### src/rtl/flag_branch_unit_pkg.sv
// Shared encodings and helpers for the flag/branch unit: ALU ops, branch codes,
// flag bit positions and the pending-slot layout.
package flag_branch_unit_pkg;

    localparam int CCW    = 3;
    localparam int FLAG_N = 2;
    localparam int FLAG_Z = 1;
    localparam int FLAG_V = 0;

    typedef enum logic [2:0] {
        ALU_ADD = 3'd0,
        ALU_SUB = 3'd1,
        ALU_AND = 3'd2,
        ALU_NOR = 3'd3,
        ALU_SLL = 3'd4,
        ALU_SRL = 3'd5,
        ALU_SRA = 3'd6,
        ALU_LHB = 3'd7
    } alu_op_e;

    typedef enum logic [CCW-1:0] {
        BR_NE     = 3'd0,
        BR_EQ     = 3'd1,
        BR_GT     = 3'd2,
        BR_LT     = 3'd3,
        BR_GE     = 3'd4,
        BR_LE     = 3'd5,
        BR_OV     = 3'd6,
        BR_UNCOND = 3'd7
    } br_cond_e;

    typedef struct packed {
        logic       valid;
        logic [2:0] mask;
        logic [2:0] nzv;
    } pend_t;

    // Which of {N,Z,V} an ALU op is allowed to update.
    function automatic logic [2:0] flag_mask(input logic [2:0] op);
        logic [2:0] m;
        case (op)
            ALU_ADD, ALU_SUB:                   m = 3'b111;
            ALU_AND, ALU_NOR, ALU_SLL,
            ALU_SRL, ALU_SRA:                   m = 3'b010;
            default:                            m = 3'b000;
        endcase
        return m;
    endfunction

    function automatic logic [2:0] merge_flags(input logic [2:0] old_f,
                                               input logic [2:0] new_f,
                                               input logic [2:0] mask);
        return (new_f & mask) | (old_f & ~mask);
    endfunction

endpackage

### src/rtl/flag_branch_unit_if.sv
// EX-stage to flag/branch unit bundle; master is the pipeline, slave is the unit.
interface flag_branch_unit_if #(parameter int DW = 16);
    logic          ex_valid;
    logic [2:0]    ex_aluOp;
    logic [DW-1:0] ex_dst;
    logic          ex_zr;
    logic          ex_ov;
    logic          br_valid;
    logic [2:0]    br_cond;
    logic          stall;
    logic          flush;
    logic          clr_sticky;
    logic          br_taken;
    logic [2:0]    flags;
    logic          ov_sticky;

    modport master (
        output ex_valid, ex_aluOp, ex_dst, ex_zr, ex_ov,
        output br_valid, br_cond, stall, flush, clr_sticky,
        input  br_taken, flags, ov_sticky
    );

    modport slave (
        input  ex_valid, ex_aluOp, ex_dst, ex_zr, ex_ov,
        input  br_valid, br_cond, stall, flush, clr_sticky,
        output br_taken, flags, ov_sticky
    );
endinterface

### src/rtl/flag_branch_unit_branch_cond_eval.sv
// Pure combinational evaluation of a branch condition code against {N,Z,V}.
module branch_cond_eval
    import flag_branch_unit_pkg::*;
(
    input  logic [2:0]     eff,
    input  logic [CCW-1:0] cond,
    output logic           take
);

    logic n_s;
    logic z_s;
    logic v_s;

    assign n_s = eff[FLAG_N];
    assign z_s = eff[FLAG_Z];
    assign v_s = eff[FLAG_V];

    // Condition-code decode.
    always_comb begin
        take = 1'b0;
        case (cond)
            BR_NE:     take = ~z_s;
            BR_EQ:     take = z_s;
            BR_GT:     take = ~z_s & ~n_s;
            BR_LT:     take = n_s;
            BR_GE:     take = z_s | ~n_s;
            BR_LE:     take = n_s | z_s;
            BR_OV:     take = v_s;
            BR_UNCOND: take = 1'b1;
            default:   take = 1'b0;
        endcase
    end

endmodule

### src/rtl/flag_branch_unit.sv
// Captures ALU flags into a one-deep pending slot, commits them to the flag
// register, and resolves EX branches against the forwarded (youngest) flags.
module flag_branch_unit
    import flag_branch_unit_pkg::*;
#(
    parameter int DW = 16
) (
    input  logic              clk,
    input  logic              rst_n,
    flag_branch_unit_if.slave bus
);

    pend_t      pend_r;
    logic [2:0] flags_r;
    logic       ov_sticky_r;
    logic       br_taken_r;

    pend_t      pend_nxt_s;
    logic [2:0] flags_nxt_s;
    logic       ov_sticky_nxt_s;
    logic       br_taken_nxt_s;
    logic [2:0] mask_s;
    logic       cap_s;
    logic       commit_s;
    logic [2:0] eff_s;
    logic       take_s;

    branch_cond_eval u_cond (
        .eff  (eff_s),
        .cond (bus.br_cond),
        .take (take_s)
    );

    // Next-state for the pending slot, flag register, sticky bit and redirect.
    always_comb begin
        mask_s   = flag_mask(bus.ex_aluOp);
        cap_s    = bus.ex_valid & ~bus.br_valid & ~bus.flush & ~bus.stall & (mask_s != 3'b000);
        commit_s = ~bus.stall & pend_r.valid;

        if (pend_r.valid) begin
            eff_s = merge_flags(flags_r, pend_r.nzv, pend_r.mask);
        end else begin
            eff_s = flags_r;
        end

        pend_nxt_s = pend_r;
        if (cap_s) begin
            pend_nxt_s.valid = 1'b1;
            pend_nxt_s.mask  = mask_s;
            pend_nxt_s.nzv   = {bus.ex_dst[DW-1], bus.ex_zr, bus.ex_ov};
        end else if (!bus.stall) begin
            pend_nxt_s.valid = 1'b0;
        end else begin
            pend_nxt_s = pend_r;
        end

        if (commit_s) begin
            flags_nxt_s = merge_flags(flags_r, pend_r.nzv, pend_r.mask);
        end else begin
            flags_nxt_s = flags_r;
        end

        // A V=1 commit beats a simultaneous clear request.
        if (commit_s && pend_r.mask[FLAG_V] && pend_r.nzv[FLAG_V]) begin
            ov_sticky_nxt_s = 1'b1;
        end else if (!bus.stall && bus.clr_sticky) begin
            ov_sticky_nxt_s = 1'b0;
        end else begin
            ov_sticky_nxt_s = ov_sticky_r;
        end

        br_taken_nxt_s = bus.br_valid & bus.ex_valid & ~bus.flush & ~bus.stall & take_s;
    end

    // State registers with synchronous active-low reset.
    always_ff @(posedge clk) begin
        if (!rst_n) begin
            pend_r      <= '{valid: 1'b0, mask: 3'b000, nzv: 3'b000};
            flags_r     <= 3'b000;
            ov_sticky_r <= 1'b0;
            br_taken_r  <= 1'b0;
        end else begin
            pend_r      <= pend_nxt_s;
            flags_r     <= flags_nxt_s;
            ov_sticky_r <= ov_sticky_nxt_s;
            br_taken_r  <= br_taken_nxt_s;
        end
    end

    assign bus.br_taken  = br_taken_r;
    assign bus.flags     = flags_r;
    assign bus.ov_sticky = ov_sticky_r;

endmodule

### src/flat_wrapper.sv
// flat-port wrapper written by rule: the top's interface ports become plain ports
module flag_branch_unit_flat import flag_branch_unit_pkg::*;
#(
    parameter int DW = 16
)
  (clk, rst_n, bus_ex_valid, bus_ex_aluOp, bus_ex_dst, bus_ex_zr, bus_ex_ov, bus_br_valid, bus_br_cond, bus_stall, bus_flush, bus_clr_sticky, bus_br_taken, bus_flags, bus_ov_sticky);
  flag_branch_unit_if #(.DW(DW)) bus_i ();
  input  logic clk;
  input  logic rst_n;
  input wire logic [$bits(bus_i.ex_valid)-1:0] bus_ex_valid;
  input wire logic [$bits(bus_i.ex_aluOp)-1:0] bus_ex_aluOp;
  input wire logic [$bits(bus_i.ex_dst)-1:0] bus_ex_dst;
  input wire logic [$bits(bus_i.ex_zr)-1:0] bus_ex_zr;
  input wire logic [$bits(bus_i.ex_ov)-1:0] bus_ex_ov;
  input wire logic [$bits(bus_i.br_valid)-1:0] bus_br_valid;
  input wire logic [$bits(bus_i.br_cond)-1:0] bus_br_cond;
  input wire logic [$bits(bus_i.stall)-1:0] bus_stall;
  input wire logic [$bits(bus_i.flush)-1:0] bus_flush;
  input wire logic [$bits(bus_i.clr_sticky)-1:0] bus_clr_sticky;
  output wire logic [$bits(bus_i.br_taken)-1:0] bus_br_taken;
  output wire logic [$bits(bus_i.flags)-1:0] bus_flags;
  output wire logic [$bits(bus_i.ov_sticky)-1:0] bus_ov_sticky;
  assign bus_i.ex_valid = bus_ex_valid;
  assign bus_i.ex_aluOp = bus_ex_aluOp;
  assign bus_i.ex_dst = bus_ex_dst;
  assign bus_i.ex_zr = bus_ex_zr;
  assign bus_i.ex_ov = bus_ex_ov;
  assign bus_i.br_valid = bus_br_valid;
  assign bus_i.br_cond = bus_br_cond;
  assign bus_i.stall = bus_stall;
  assign bus_i.flush = bus_flush;
  assign bus_i.clr_sticky = bus_clr_sticky;
  assign bus_br_taken = bus_i.br_taken;
  assign bus_flags = bus_i.flags;
  assign bus_ov_sticky = bus_i.ov_sticky;
  flag_branch_unit #(.DW(DW)) u_core (.clk(clk), .rst_n(rst_n), .bus(bus_i));
endmodule
### config.mk
export PLATFORM = sky130hd
export DESIGN_NAME = flag_branch_unit_flat
export DESIGN_NICKNAME = d
export VERILOG_FILES = /design/src/rtl/flag_branch_unit_pkg.sv /design/src/rtl/flag_branch_unit_if.sv /design/src/rtl/flag_branch_unit_branch_cond_eval.sv /design/src/rtl/flag_branch_unit.sv /design/src/flat_wrapper.sv
export SDC_FILE = /design/constraint.sdc
export NUM_CORES = 1
export LEC_CHECK = 0
export CORE_ASPECT_RATIO = 0.6
export CORE_UTILIZATION = 25
export CTS_BUF_LIST = sky130_fd_sc_hd__clkbuf_4 sky130_fd_sc_hd__clkbuf_8
export CTS_CLUSTER_SIZE = 20
export DETAILED_ROUTE_END_ITERATION = 6
export SLEW_MARGIN = 20
export SYNTH_ARGS = -nofsm -noshare
export SYNTH_HDL_FRONTEND = slang
export SYNTH_SLANG_ARGS = --single-unit
### constraint.sdc
create_clock -name clk -period 2 [get_ports clk]
set_input_delay 0.3 -clock clk [delete_from_list [all_inputs] [get_ports clk]]
set_output_delay 0.3 -clock clk [all_outputs]
set_load 0.02 [all_outputs]
Yosys cells after proc, flatten, opt, wreduce, memory -nomap -nowiden. Cells that the tools add are included.

Add/sub/neg operators: 0. Multiply operators: 0. Div/mod/pow operators: 0. Order comparisons: 0. Equal/unequal tests: 14. Shift operators: 0. Mux-type cells: 7. Bitwise gates (word level): 21. Reductions and logical operators: 10.

Operators with widths (count): == test 3 bit, second input constant (7); == test 3 x 2 -> 1 bit, second input constant (4); AND 1 bit (10); one-hot mux 1 bit (8 select lines) (1); 2-to-1 mux 7 bit (1); AND 3 bit (2); == test 3 x 1 -> 1 bit, second input constant (2); logical NOT 3 bit (2); one-hot mux 3 bit (2 select lines) (1); NOT 1 bit (5); OR reduction 5 bit (1); logical AND 1 bit (3); 2-to-1 mux 1 bit (3); 2-to-1 mux 3 bit (1); NOT 3 bit (1); bitwise OR 3 bit (1); nonzero test 3 bit (1); != test 2 x 1 -> 1 bit, second input constant (1); bitwise OR 1 bit (2); nonzero test 2 bit (1); OR reduction 2 bit (1); logical NOT 1 bit (1).

Register bits after elaboration: 12. Bits in latches: 0. Memory bits (writable): 0. ROM bits: 0. Input bits: 31. Logic and storage cells: 58. Memories: 0.

Longest topological paths before layout.
Depth in word-level cells: 8. Gate-level depth with buffers: 6. Gate-level depth less buffers: 5.

Modules after synthesis. A second synthesis with hierarchy kept.

Cells, all modules: 65. Area total of the unflattened synthesis: 598.1 µm².

By module, submodules not included: flag_branch_unit (instances 1, cells each 54, area each 521.8 µm², sequential area each 220.2 µm²); branch_cond_eval (instances 1, cells each 11, area each 76.3 µm², sequential area each 0.0 µm²).

Worst setup path before layout. No wires, ideal clock.

Kind: reg2reg. Start point: register u_core.pend_r[4] (netlist bit). End point: register u_core.br_taken_r (netlist: u_core.bus.br_taken). Library setup time: 86 ps. Arrival time: 1336 ps. Required time: 1914 ps. Setup slack: 578 ps. Cell stages (with the launch flop): 6. Path buffers: 0. Path through: dfxtp_1 -> and3_1 -> a21o_1 -> a2111oi_4 -> nand2_2 -> a221oi_2.

Cells in the longest elaborated chain, start to end: 8. Elaborated cells between the ends (all ways): 11. Those cells by class: 2 x mux; 9 x bitwise.

RTL lines: start, declared (line flag_branch_unit.sv:13) `pend_t pend_r;`; start signal, assigned (line flag_branch_unit.sv:78) `pend_r <= '{valid: 1'b0, mask: 3'b000, nzv: 3'b000};`; start signal, assigned (line flag_branch_unit.sv:83) `pend_r <= pend_nxt_s;`; NOT 3 bit (line flag_branch_unit_pkg.sv:53) `return (new_f & mask) | (old_f & ~mask);`; AND 3 bit (line flag_branch_unit_pkg.sv:53); bitwise OR 3 bit * (line flag_branch_unit_pkg.sv:53); 2-to-1 mux 3 bit * (line flag_branch_unit.sv:40) `if (pend_r.valid) begin`; NOT 1 bit (line flag_branch_unit_branch_cond_eval.sv:22, flag_branch_unit_branch_cond_eval.sv:24); AND 1 bit (line flag_branch_unit_branch_cond_eval.sv:24) `BR_GT: take = ~z_s & ~n_s;`; one-hot mux 1 bit (8 select lines) * (line flag_branch_unit_branch_cond_eval.sv:21) `case (cond)`; AND 1 bit * (line flag_branch_unit.sv:72) `br_taken_nxt_s = bus.br_valid & bus.ex_valid & ~bus.flush & ~bus.stall & take_s;`; end signal, assigned (line flag_branch_unit.sv:86) `br_taken_r <= br_taken_nxt_s;`; end, declared (line flag_branch_unit.sv:16) `logic br_taken_r;`.

Mark *: on every way between the ends. The rest lies on a longest branch, timed or not. A chain may end at the register's enable or synchronous reset.

Worst setup path in the final report.
Start point: input bus_stall. End point: register u_core.br_taken_r (netlist: u_core.bus.br_taken).

Cells in the longest elaborated chain, start to end: 3.

RTL lines: start, declared (line flat_wrapper.sv:17) `input wire logic [$bits(bus_i.stall)-1:0] bus_stall;`; NOT 1 bit (line flag_branch_unit.sv:72); AND 1 bit (2 in series) (line flag_branch_unit.sv:72).

Every way passes these cells.

==> out/metrics.yaml <==
syn_nets: 99
min_period_ns: 1.77
mostFrequentLayoutCells: "clkdlybuf4s50_1 (20), dfxtp_1 (11), nor2b_1 (7), nand2_1 (6)"
die_w_um: 66.1
numPortBuffers: 20
drt_wl_total_um: 1400
cp-start-kind: "input port"
drt_pass1_iterations: 4
die_h_um: 40.4
layout_commonest_cell: "clkdlybuf4s50_1"
antenna_cells: 0
hpwl_um: 1090
fmax_mhz: 566
cap_violations: 0
post-route-period-util: 0.884
synthCells: 67
yosysSeqAreaShare: 0.358
cts_buffers: 3
drc_errors: 0
rr_worst_depth: 5
place.gp.congestion: 0.794
avgRoutedWirePerCell_um: 11.5
worstSkewPairLatency_ns: 0.24
p_per_area_nw_per_um2: 571
synth-edff-count: 0
fin_nets: 125
synth.top_cell.area_share: 0.358
seqPwrFrac: 0.429
sw_frac_of_total: 0.231
htreeDepth: 1
postCtsHoldBufs: 0
grt_first_pass_wirelength_um: 2170
antenna_found_initial: 0
coreArea_um2: 2240
cp.arrival_ns: 1.93
vias_per_cell: 4.52
area_growth_pct: 48.4
clock_skew_ns: 0.00134
netlist_area_um2: 616
min_path_type: "flop to flop"
cts.sinks: 11
finalHoldViolCount: 0
grt_pass1_vias: 488
holdWs_ns: 0.493
io_pins: 36
postCtsSetupBuffers: 0
post-place-ws_ns: -0.0343
intPower_mw: 0.401
status: "finished, final reports clean"
worstHoldPathCells: 2
worstPathMaxFanout: 3
worst_setup_path_end_kind: "flop"
synth.top_cells.by_area: "dfxtp_1 (36%), nor2b_1 (7.1%), mux2i_1 (6.5%), a2111oi_4 (4.5%), a21boi_0 (3.7%)"
ir_worst_vdd_v: 0.000317
grt_max_degree: 12
pwr-share-comb: 0.127
clockBufferDepth: 2
vias: 551
postCtsResizedCells: 0
first_iter_violations: 6
fin_ws_ns: 0.232
worstSetupStartpoint: "bus_stall"
synth-seq-cells: 11
async_flop_share: 0
tightest_slew_ns: 0.404
critical_path_class: "input port to flop"
grt.overflow.total: 0
drive_gt1_frac: 0.152
pwr-share-clk: 0.444
final_cell_area_um2: 913
slew_viol_final: 0
place_area_um2: 867
crit_required_ns: 2.16
rsz0062_at_grt: "false"
drt.antenna.violating_nets: 0
clk_pin_slew_ns: 0.05
worstReg2RegStart: "u_core.pend_r[6]$_SDFFE_PN0P_"
nFillCells: 236
p_sw_mw: 0.121
dp_cells: 118
synthFlopType: "dfxtp_1"
grt_util_all_layers: 0.116
p_leak_nw: 0.327
cts_root_buf: "clkbuf_8"
die_area_um2: 2670
yosysWarnings: 0
num_rows: 13
setup_violations: 0
fin_cells: 122
cts_tree: "built"
start_util: 0.274
relSlewSlack: 0.729
hp-start: "u_core.pend_r[2]$_SDFFE_PN0P_"
synth_cell_types: 29
synth_area_leader_cell: "dfxtp_1"
syn-mean-instance-area_um2: 9.19
[worst max-delay path, cell delays in order]
cell	delay (ns)
clkdlybuf4s50_1	0.48
nor3b_4	0.27
nand3_2	0.12
a2111oi_4	0.40
a21oi_1	0.14
a221oi_2	0.22
[final cells by class]
type	instances	area, um2	share of cell area
Tap cell	30	37.5	0.0411
Multi-Input combinational cell	50	372	0.407
Sequential cell	11	220	0.241
Clock buffer	3	41.3	0.0452
Inverter	4	15.0	0.0164
Timing Repair Buffer	23	223	0.244
Clock inverter	1	5.00	0.00548
[final timing paths]
path,end,slack [ns]
setup reg to reg,u_core.bus.br_taken$_SDFF_PN0_,0.43
hold / removal,u_core.bus.flags[2]$_SDFFE_PN0P_,0.49
hold reg to reg,u_core.bus.flags[2]$_SDFFE_PN0P_,0.49
setup / recovery,u_core.bus.br_taken$_SDFF_PN0_,0.23
[registers in the layout, summed over array words and instances, names as in the netlist]
register / count
u_core.bus.flags: 3
u_core.bus.ov_sticky: 1
u_core.pend_r: 6
u_core.bus.br_taken: 1
[power groups by stage]
stage               Clock (mW)  Combinational [mW]  Sequential, mW
floorplan                    0              0.0226           0.228
global placement             0              0.0653           0.228
detailed placement           0              0.0663           0.228
CTS                      0.235              0.0668           0.224
global route             0.245              0.0709           0.224
finish                   0.231              0.0660           0.224
[synth_stat cells, drive strengths merged (2+ instances only)]
cell and instances:
mux2 2, and3 2, nor2b 7, nor2 3, dfxtp 11, a21oi 3, inv 4, nand2 7
a21boi 4, a2111oi 2, mux2i 4, o21ai 4
[cells by family (layout without fill, tap and decap cells)]
| group | after synthesis | count (layout) | synth area share |
|---|---|---|---|
| multiplexers | 6 | 6 | 0.102 |
| buffers and inverters | 6 | 31 | 0.0386 |
| AND/OR/NAND/NOR | 25 | 25 | 0.242 |
| flip-flops | 11 | 11 | 0.358 |
| adder cells (fa/ha/maj) | 1 | 1 | 0.0203 |
| AO/OA/AOI/OAI | 18 | 18 | 0.240 |
[metrics by stage]
step | util | power [mW] | TNS (ns)
after floorplan | - | 0.251 | 0
after global placement | 0.386 | 0.294 | -0.0143
after detailed placement | 0.386 | 0.295 | -0.0343
final | 0.407 | 0.521 | 0
after global routing | 0.407 | 0.540 | 0
after CTS | 0.407 | 0.526 | 0
[routing by layer]
layer | global-route usage | wire length (um) | vias to the layer above | share of wire
li1 | - | - | 290 | -
met1 | 0.150 | 745 | 233 | 0.53
met2 | 0.163 | 496 | 26 | 0.35
met3 | 0.0653 | 145 | 2 | 0.10
met4 | 0.0319 | 10 | 0 | 0.0072
met5 | 0 | 0 | - | 0
(Power assumes the default switching activity.)
